<file path="config.mk">
export PLATFORM = sky130hd
export DESIGN_NAME = register_file_sequencer
export DESIGN_NICKNAME = d
export VERILOG_FILES = /design/src/rtl/register_file_sequencer_pkg.sv /design/src/rtl/register_file_sequencer_address_counter.sv /design/src/rtl/register_file_sequencer.sv
export SDC_FILE = /design/constraint.sdc
export NUM_CORES = 1
export LEC_CHECK = 0
export CORE_ASPECT_RATIO = 0.8
export CORE_MARGIN = 2
export CORE_UTILIZATION = 41
export DETAILED_ROUTE_END_ITERATION = 8
export HOLD_SLACK_MARGIN = 0.08
export PLACE_DENSITY_LB_ADDON = 0.25
export SETUP_SLACK_MARGIN = 0.05
export SLEW_MARGIN = 20
export SYNTH_ARGS = -nofsm -noshare
export SYNTH_HDL_FRONTEND = slang
export SYNTH_SLANG_ARGS = --single-unit
</file>
<file path="constraint.sdc">
create_clock -name clock -period 2.1 [get_ports clock]
set_input_delay 0.42 -clock clock [delete_from_list [all_inputs] [get_ports clock]]
set_output_delay 0.42 -clock clock [all_outputs]
set_load 0.03 [all_outputs]
</file>
<file path="src/rtl/register_file_sequencer_pkg.sv">
// Shared types and default sizes for the register file sequencer.
// REGISTER_FILE_SEQUENCER_VERIFY_EN adds the VERIFY state (write read-back check).
package register_file_sequencer_package;

  localparam int DEFAULT_ADDRESS_WIDTH  = 7;
  localparam int DEFAULT_DATA_WIDTH     = 8;
  localparam int DEFAULT_REGISTER_COUNT = 8;
  localparam int DEFAULT_LENGTH_WIDTH   = 3;

  typedef enum logic [2:0] {
    ST_IDLE       = 3'd0,
    ST_WRITE_BEAT = 3'd1,
    ST_READ_BEAT  = 3'd2,
    ST_READ_HOLD  = 3'd3,
`ifdef REGISTER_FILE_SEQUENCER_VERIFY_EN
    ST_DONE       = 3'd4,
    ST_VERIFY     = 3'd5
`else
    ST_DONE       = 3'd4
`endif
  } state_t;

endpackage

</file>
<file path="src/rtl/register_file_sequencer_address_counter.sv">
// Burst address / remaining-beat counters; load on command accept, step per beat.
module register_file_sequencer_address_counter
  import register_file_sequencer_package::*;
#(
  parameter int ADDRESS_WIDTH = DEFAULT_ADDRESS_WIDTH,
  parameter int LENGTH_WIDTH  = DEFAULT_LENGTH_WIDTH
) (
  input  logic                     clock,
  input  logic                     reset_n,
  input  logic                     load,
  input  logic                     step,
  input  logic [ADDRESS_WIDTH-1:0] load_address,
  input  logic [LENGTH_WIDTH-1:0]  load_length,
  output logic [ADDRESS_WIDTH-1:0] address,
  output logic                     last
);

  logic [ADDRESS_WIDTH-1:0] address_d, address_q;
  logic [LENGTH_WIDTH-1:0]  remaining_d, remaining_q;

  always_comb begin
    address_d   = address_q;
    remaining_d = remaining_q;
    if (load) begin
      address_d   = load_address;
      remaining_d = load_length;
    end else if (step) begin
      address_d   = address_q + 1'b1;
      remaining_d = remaining_q - 1'b1;
    end
  end

  always_ff @(posedge clock or negedge reset_n) begin
    if (!reset_n) begin
      address_q   <= '0;
      remaining_q <= '0;
    end else begin
      address_q   <= address_d;
      remaining_q <= remaining_d;
    end
  end

  assign address = address_q;
  assign last    = (remaining_q == '0);

endmodule

</file>
<file path="src/rtl/register_file_sequencer.sv">
// Burst initiator for the register file port: one access per beat, range-checked commands.
// Define REGISTER_FILE_SEQUENCER_VERIFY_EN to read back and compare every written beat.
module register_file_sequencer
  import register_file_sequencer_package::*;
#(
  parameter int ADDRESS_WIDTH  = DEFAULT_ADDRESS_WIDTH,
  parameter int DATA_WIDTH     = DEFAULT_DATA_WIDTH,
  parameter int REGISTER_COUNT = DEFAULT_REGISTER_COUNT,
  parameter int LENGTH_WIDTH   = DEFAULT_LENGTH_WIDTH
) (
  input  logic                     clock,
  input  logic                     reset_n,
  input  logic                     command_valid,
  output logic                     command_ready,
  input  logic                     command_write,
  input  logic [ADDRESS_WIDTH-1:0] command_address,
  input  logic [LENGTH_WIDTH-1:0]  command_length,
  input  logic                     write_valid,
  output logic                     write_ready,
  input  logic [DATA_WIDTH-1:0]    write_data,
  output logic                     read_valid,
  input  logic                     read_ready,
  output logic [DATA_WIDTH-1:0]    read_data,
  output logic                     done,
  output logic                     error,
  output logic                     busy,
  output logic                     register_write,
  output logic [ADDRESS_WIDTH-1:0] register_address,
  output logic [DATA_WIDTH-1:0]    register_input_data,
  input  logic [DATA_WIDTH-1:0]    register_output_data
);

  state_t                  state_d, state_q;
  logic                    error_d, error_q;
  logic [DATA_WIDTH-1:0]   read_data_d, read_data_q;
  logic                    load, step, last;
  logic [ADDRESS_WIDTH:0]  end_address;
  logic                    out_of_range;
`ifdef REGISTER_FILE_SEQUENCER_VERIFY_EN
  logic [DATA_WIDTH-1:0]   write_data_d, write_data_q;
`endif

  // Extra bit so address+length cannot wrap before the compare.
  assign end_address  = {1'b0, command_address}
                      + {{(ADDRESS_WIDTH+1-LENGTH_WIDTH){1'b0}}, command_length};
  assign out_of_range = end_address > (ADDRESS_WIDTH+1)'(REGISTER_COUNT - 1);

  register_file_sequencer_address_counter #(
    .ADDRESS_WIDTH (ADDRESS_WIDTH),
    .LENGTH_WIDTH  (LENGTH_WIDTH)
  ) u_address_counter (
    .clock        (clock),
    .reset_n      (reset_n),
    .load         (load),
    .step         (step),
    .load_address (command_address),
    .load_length  (command_length),
    .address      (register_address),
    .last         (last)
  );

  always_comb begin
    state_d      = state_q;
    error_d      = error_q;
    read_data_d  = read_data_q;
    load         = 1'b0;
    step         = 1'b0;
`ifdef REGISTER_FILE_SEQUENCER_VERIFY_EN
    write_data_d = write_data_q;
`endif
    case (state_q)
      ST_IDLE: begin
        if (command_valid) begin
          load    = 1'b1;
          error_d = out_of_range;
          if (out_of_range)       state_d = ST_DONE;
          else if (command_write) state_d = ST_WRITE_BEAT;
          else                    state_d = ST_READ_BEAT;
        end
      end
      ST_WRITE_BEAT: begin
        if (write_valid) begin
`ifdef REGISTER_FILE_SEQUENCER_VERIFY_EN
          write_data_d = write_data;
          state_d      = ST_VERIFY;
`else
          if (last) state_d = ST_DONE;
          else      step    = 1'b1;
`endif
        end
      end
`ifdef REGISTER_FILE_SEQUENCER_VERIFY_EN
      ST_VERIFY: begin
        if (register_output_data != write_data_q) error_d = 1'b1;
        if (last) state_d = ST_DONE;
        else begin
          step    = 1'b1;
          state_d = ST_WRITE_BEAT;
        end
      end
`endif
      ST_READ_BEAT: begin
        read_data_d = register_output_data;
        state_d     = ST_READ_HOLD;
      end
      ST_READ_HOLD: begin
        if (read_ready) begin
          if (last) state_d = ST_DONE;
          else begin
            step    = 1'b1;
            state_d = ST_READ_BEAT;
          end
        end
      end
      ST_DONE: state_d = ST_IDLE;
      default: state_d = ST_IDLE;
    endcase
  end

  always_ff @(posedge clock or negedge reset_n) begin
    if (!reset_n) begin
      state_q      <= ST_IDLE;
      error_q      <= 1'b0;
      read_data_q  <= '0;
`ifdef REGISTER_FILE_SEQUENCER_VERIFY_EN
      write_data_q <= '0;
`endif
    end else begin
      state_q      <= state_d;
      error_q      <= error_d;
      read_data_q  <= read_data_d;
`ifdef REGISTER_FILE_SEQUENCER_VERIFY_EN
      write_data_q <= write_data_d;
`endif
    end
  end

  // Decoded straight from state so reset drops register_write asynchronously.
  assign command_ready       = (state_q == ST_IDLE);
  assign write_ready         = (state_q == ST_WRITE_BEAT);
  assign register_write      = (state_q == ST_WRITE_BEAT) && write_valid;
  assign register_input_data = write_data;
  assign read_valid          = (state_q == ST_READ_HOLD);
  assign read_data           = read_data_q;
  assign done                = (state_q == ST_DONE);
  assign error               = (state_q == ST_DONE) && error_q;
  assign busy                = (state_q != ST_IDLE);

endmodule

</file>
==> results of run 1 <==
==> layout make-up <==
type	instances	area, um2
timing repair buffer	54	508
fill	254	1290
sequential	22	551
multi-input combinational	87	668
inverter	7	26.3
tap	40	50.0
clock buffer	3	41.3
==> synthesized netlist by cell type <==
| cell type | number |
|---|---|
| inv_1 | 6 |
| nor2_1 | 10 |
| and2_1 | 3 |
| a31oi_1 | 2 |
| o21ai_0 | 1 |
| buf_4 | 8 |
| mux2i_1 | 1 |
| a21o_1 | 2 |
| or4_1 | 1 |
| o22ai_1 | 2 |
| nor4_1 | 1 |
| inv_2 | 1 |
| a21oi_1 | 3 |
| or4b_4 | 1 |
| nor3b_1 | 1 |
| a32o_1 | 1 |
| or3_4 | 1 |
| a221o_1 | 4 |
| a211o_1 | 1 |
| buf_6 | 4 |
| fa_1 | 1 |
| and3_1 | 3 |
| buf_2 | 1 |
| clkbuf_1 | 1 |
| a211oi_1 | 2 |
| dfrtp_1 | 22 |
| nand2b_1 | 2 |
| mux2_2 | 8 |
| nand2_1 | 9 |
| nor4_2 | 2 |
| xnor2_1 | 1 |
| nand4b_1 | 2 |
| nand3_1 | 2 |
| or3_1 | 1 |
| nor3_1 | 3 |
| nor2b_1 | 1 |
| ha_1 | 6 |
| o21ai_1 | 5 |
| a2111oi_0 | 1 |
| a31o_2 | 1 |
| o31ai_4 | 1 |
| mux2i_2 | 1 |
==> cells by family (layout without fill, tap and decap cells) <==
logic type,count (synthesis),after routing
simple gates,43,43
compound gates,26,26
flops,22,22
buf+inv,21,64
mux,10,10
fa+ha+maj,7,7
xor+xnor,1,1
==> power groups by stage <==
stage | logic (mW) | registers (mW) | clock network (mW)
6_report | 1.31 | 0.751 | 0.260
5_1_grt | 1.40 | 0.780 | 0.288
4_1_cts | 1.32 | 0.750 | 0.263
3_5_place_dp | 1.35 | 0.757 | 0
3_3_place_gp | 1.32 | 0.747 | 0
2_1_floorplan | 0.600 | 0.997 | 0
==> final timing paths <==
| path | start | cells after the start | endpoint | slack, ps |
|---|---|---|---|---|
| min in group clock | read_data[2] | 1 | read_data[2] | 510 |
| worst max register to register | u_address_counter.remaining_q[0] | 6 | u_address_counter.address[6] | 190 |
| worst min-delay path | reset_n | 2 | u_address_counter.address[1] | 500 |
| max in group asynchronous | reset_n | 2 | u_address_counter.remaining_q[1] | 1360 |
| worst min register to register | read_data[2] | 1 | read_data[2] | 510 |
| worst max-delay path | state_q[1] | 3 | command_ready | 150 |
==> state kept, by name, summed over array words and instances (netlist names) <==
register	cells
u_address_counter.remaining_q	3
state_q	3
error_q	1
u_address_counter.address	7
read_data	8
==> through the flow <==
step	setup slack (ps)	setup TNS (ps)	instances	instance area [um2]
5_1_grt	65.4	0	213	1840
4_1_cts	142	0	213	1840
3_5_place_dp	-72.4	-162	210	1810
2_1_floorplan	216	0	130	1360
3_3_place_gp	-12.9	-17.7	210	1810
6_report	146	0	213	1840
==> layer usage <==
metal / share of wire / wire length, um
met1: 0.48 / 1520
met2: 0.47 / 1480
met3: 0.045 / 142
met4: 0.0088 / 28
met5: 0 / 0
==> worst max-delay path: cells and delay by family, from the launching register on <==
| family | cells | cell delay (ps) |
|---|---|---|
| flops | 1 | 410 |
| buf+inv | 2 | 440 |
| simple gates | 1 | 420 |
==> results.tsv, run 1 <==
metric	value	unit
status	finished, final reports clean	
sequential share of power	0.323	
Setup crit start kind	register	
Die X	68.2	um
met1 global-route usage	0.247	
PostCTS Resize Cnt	6	
Leak	0.815	nW
max-slew violations	0	
Max Cap Viol	0	
CP cell instances	or3_1 > inv_2 > dlygate4sd2_1	
final hold slack	503	ps
Pwr Density	1260	mW/mm2
Layout Nets	214	
RSZ-0062 raised after global routing	no	
type of the worst min-delay path	in -> async	
Die Area	0.00378	mm2
Setup Buffers After CTS	0	
Synth Warn #	0	
Synth Cell Area	0.00135	mm2
row count	18	
grt peak-use layer	met2	
Starting Density	0.432	
Clock Sinks	22	
drt drc	0	
register area share after synthesis	0.407	
critical path required time	1680	ps
complex-gate fraction of the synthesized area	0.146	
skew final	3.16	ps
largest net degree at the start of global routing	23	
xor and xnor area share after synthesis	0.00647	
Area contributors post-synth	dfrtp_1 41%, mux2_2 6.7%, ha_1 5.5%, buf_4 4.4%, buf_6 3.3%	
Switch Pwr	1.02	mW
Avg WL per Cell	14.9	um
post-synthesis register bit count	22	
Internal	1.30	mW
antenna fix cells	0	
most common cell after layout, fill and taps aside	clkdlybuf4s50_1	
CP max stage delay	420	ps
Synth Area in Adders	0.0702	
GRT Residual Overflow	0	
IO buf count	45	
Worst setup EP type	output pin	
clock network fraction of total power	0.112	
final hold vios	0	
power consumption	2.32	mW
Num CTS Buffers	3	
layout cell share with drive strength beyond 1	0.173	
share of power burned in combinational logic	0.565	
Yosys top cell by area	dfrtp_1	
Via Count	1133	
1st-iter DRT viols	35	
HPWL after detailed placement	2.51	mm
Worst path slowest cell	or3_1	
CTS Root Cell	clkbuf_8	
vias per cell	5.32	
multiplexer share of the synthesized area	0.0841	
mean post-synth cell area	10.4	um2
Post-Syn Instances	130	
Pre-antenna DRT Iters	4	
final core occ	0.589	
share of the synthesized area in the top cell type	0.407	
fmax	512	MHz
Boundary Pins	62	
crit path kind	reg -> out	
measured slew at the worst slew-check pin	472	ps
clk buf depth	2	
GPL Wtd Cong	0.801	
Tcrit/Tclk final	0.931	
first-pass GRT wire length	5.04	mm
Worst-path clk slew	80	ps
Die Span Y	55.4	um
crit-path max FO	4	
Tmin final	1950	ps
commonest non-fill, non-tap cells in the layout	38 x clkdlybuf4s50_1, 22 x dfrtp_1, 10 x nor2_1, 10 x buf_4, 9 x nand2_1	
CORE AREA	0.00313	mm2
Clk Latency, worst-skew pair	260	ps
simple-gate area share of the yosys netlist	0.183	
vias in the first global route	1077	
Worst slew margin	0.685	
met2 Resource Use GR	0.275	
Syn Nets	169	
Final setup viols	0	
H-tree depth	1	
crit path DAT	1530	ps
gr usage total	0.176	
Synth-to-Final Area Change	36.2	%
Switching Share	0.440	
wirelength, routed	3.16	mm
VDD IR max	696	uV
antenna viol nets, final	0	
CTS tree	done	
initial antenna violation count	0	
GR Util met3	0.0367	
Post-CTS Hold Fix Bufs	0	
largest family of logic cells by synthesized area	simple AND/OR/NAND/NOR gates	
number of distinct library cells after synthesis	42	
(Power assumes the default switching activity.)
==> run 2: changes to the inputs <==
Settings changed: ABC_AREA from default to 1, ABC_CLOCK_PERIOD_IN_PS from default to 2100, CORE_UTILIZATION 41 to 42, TNS_END_PERCENT from default to 50.
==> run 2 against run 1 <==
  * First-iteration DRC count up 17%
  * Count of clock-buffer cells in the layout is the same
  * Die area up 5.0%
  * Largest power group unchanged
  * Hold slack got worse by 24 ps
  * Highest routed layer unchanged
  * Power is 10% higher
  * Flip-flop and latch count stayed put
  * Setup slack gained 7.2 ps
  * Combinational power rose by 8%
==> results.tsv, run 2 <==
metric	value	unit	change
antenna fix cells	0		unchanged
drt drc	0		unchanged
Die X	70.0	um	+2.5%
crit-path max FO	6		+2
Max Cap Viol	0		unchanged
met2 Resource Use GR	0.282		+0.00701
async set-reset flop share out of synthesis	1.00		unchanged
vias in the first global route	1235		+15%
commonest non-fill, non-tap cells in the layout	80 x nand2_1, 38 x clkdlybuf4s50_1, 22 x dfrtp_1		
Tmin final	1950	ps	-7.15 ps
Syn Nets	236		+40%
type of the worst min-delay path	reg -> reg		
CTS tree	done		
top-count cell post-synth	nand2_1		
wirelength, routed	3.18	mm	+0.44%
Layout Nets	279		+30%
register area share after synthesis	0.377		-0.0299
Post-Syn Instances	197		+52%
1st-iter DRT viols	41		+17%
grt peak-use layer	met2		
CTS Root Cell	clkbuf_8		
Yosys top cell by area	dfrtp_1		
final core occ	0.584		-0.00536
crit path DAT	1530	ps	about the same
met1 global-route usage	0.227		-0.0200
CP max stage delay	490	ps	+70 ps
Clock Sinks	22		unchanged
Synth Warn #	0		unchanged
vias per cell	4.60		-13%
Leak	1.01	nW	+24%
Area contributors post-synth	dfrtp_1 38%, nand2_1 21%, ha_1 5.1%, inv_1 4.4%, nor2_1 4.4%		
placed inst area	0.00191	mm2	+5.3%
fmax	514	MHz	+0.37%
Clk Latency, worst-skew pair	260	ps	about the same
Setup crit start kind	register		
clk buf depth	2		unchanged
Synth Cell Area	0.00146	mm2	+7.9%
crit path kind	reg -> out		
measured slew at the worst slew-check pin	318	ps	-154 ps
Worst setup EP type	output pin		
CORE AREA	0.00338	mm2	+7.8%
HPWL after detailed placement	2.49	mm	-0.80%
Tcrit/Tclk final	0.927		-0.00341
Boundary Pins	62		unchanged
dominant synthesized flop cell	dfrtp_1		
Starting Density	0.433		+0.000459
final hold vios	0		unchanged
H-tree depth	1		unchanged
Die Area	0.00397	mm2	+5.0%
Post-synth top cells	80 x nand2_1, 22 x dfrtp_1, 17 x inv_1, 17 x nor2_1, 10 x nand3_1		
IO buf count	45		unchanged
Avg WL per Cell	11.3	um	-24%
GRT Residual Overflow	0		unchanged
final hold slack	480	ps	-23.6 ps
Worst-path clk slew	80	ps	about the same
GPL Wtd Cong	0.789		-1.4%
Synth-to-Final Area Change	34.8	%	
Post-synth EDFFs	0		unchanged
initial antenna violation count	0		unchanged
Post-CTS Hold Fix Bufs	0		unchanged
Final setup viols	0		unchanged
GR Util met3	0.0251		-0.0115
critical path required time	1680	ps	about the same
skew final	7.00	ps	+3.84 ps
max reg flops	8		unchanged
most common cell after layout, fill and taps aside	nand2_1		
VDD IR max	706	uV	+1.5%
Fin Setup TNS	0	ps	unchanged
sum of buffers and inverters on the critical path	2		unchanged
crit-path leading delay family	buffers and inverters		
RSZ-0062 raised after global routing	no		
max-slew violations	0		unchanged
first-pass GRT wire length	5.42	mm	+7.4%
post-synthesis register bit count	22		unchanged
layout cell share with drive strength beyond 1	0.100		-0.0730
Num CTS Buffers	3		unchanged
Die Span Y	56.8	um	+2.5%
CP cell instances	nor2_1 > nand2_2 > inv_2 > dlygate4sd2_1		
number of distinct library cells after synthesis	28		-33%
share of the synthesized area in the top cell type	0.377		-0.0299
Pwr Density	1300	mW/mm2	+3.0%
Worst path slowest cell	dfrtp_1		
Via Count	1293		+14%
mean post-synth cell area	7.42	um2	-29%
largest net degree at the start of global routing	23		unchanged
gr usage total	0.166		-0.0101
design area	0.00197	mm2	+6.9%
antenna viol nets, final	0		unchanged
Pre-antenna DRT Iters	4		unchanged
status	finished, final reports clean		
Worst slew margin	0.787		+0.102
row count	19		+1
-- run 2: changes by cell type after synthesis, moves of 7 or more --
| cell | previous run | this run |
|---|---|---|
| mux2_2 | 8 | 0 |
| inv_1 | 6 | 17 |
| nand3_1 | 2 | 10 |
| nor2_1 | 10 | 17 |
| nand2_1 | 9 | 80 |
-- run 2: cells by family (layout without fill, tap and decap cells) --
family	count (synthesis)	after routing	synth area share
flops	22	22	0.377
buf+inv	31	73	0.107
xor+xnor	4	4	0.0240
simple gates	124	124	0.385
fa+ha+maj	7	7	0.0651
compound gates	9	9	0.0420
-- run 2: timing repair --
action / 4_1_cts / 5_1_grt
buffers inserted: 0 / 0
setup endpoints to repair: 6 / 1
pin swaps: 0 / 0
cloned: 0 / 0
gates resized for setup: 6 / 1
-- run 2: power by group --
group	total [mW]	switching [mW]	internal (mW)
combinational	1.41	0.856	0.553
sequential	0.757	0.147	0.610
clock	0.393	0.138	0.254
total	2.56	1.14	1.42
-- run 2: layout make-up --
class                           instances  area [um2]
Multi-Input combinational cell        144         754
Tap cell                               42        52.6
Sequential cell                        22         551
Timing Repair Buffer                   47         457
Clock buffer                            3        41.3
Inverter                               22        85.1
Fill cell                             323        1410
Clock inverter                          1        30.0
-- run 2: worst paths after layout --
check                                            startpoint                      endpoint  slack [ps]  depth (start not counted)
setup / recovery                                 state_q[0]                 command_ready         150                          4
hold / removal                                 read_data[7]                  read_data[7]         480                          2
setup reg to reg           u_address_counter.remaining_q[0]                    state_q[1]         520                         10
hold reg to reg                                read_data[7]                  read_data[7]         480                          2
max in group asynchronous                           reset_n                    state_q[2]        1370                          2
min in group asynchronous                           reset_n  u_address_counter.address[5]         500                          2
-- run 2: routing by layer --
metal	share of wire	vias to the layer above
met5	0	-
met4	0.0038	0
met3	0.048	2
met2	0.45	28
met1	0.50	578
li1	-	685
-- run 2: worst register-to-register path, stage by stage, from the launching register on --
cell	delay (ps)
dfrtp_1	370
inv_1	110
ha_1	160
inv_1	40
nor2_1	220
nand2_1	90
nand2_1	70
nand2_1	60
nor3_1	250
nand2_1	100
nand2_1	70
-- run 2: through the flow --
| step | worst slack [ps] | total power [mW] | cells |
|---|---|---|---|
| global placement | 97.9 | 2.19 | 277 |
| finish | 153 | 2.56 | 281 |
| CTS | 153 | 2.58 | 281 |
| floorplan | 211 | 1.71 | 197 |
| global route | 66.5 | 2.76 | 281 |
| detailed placement | 50.8 | 2.21 | 277 |
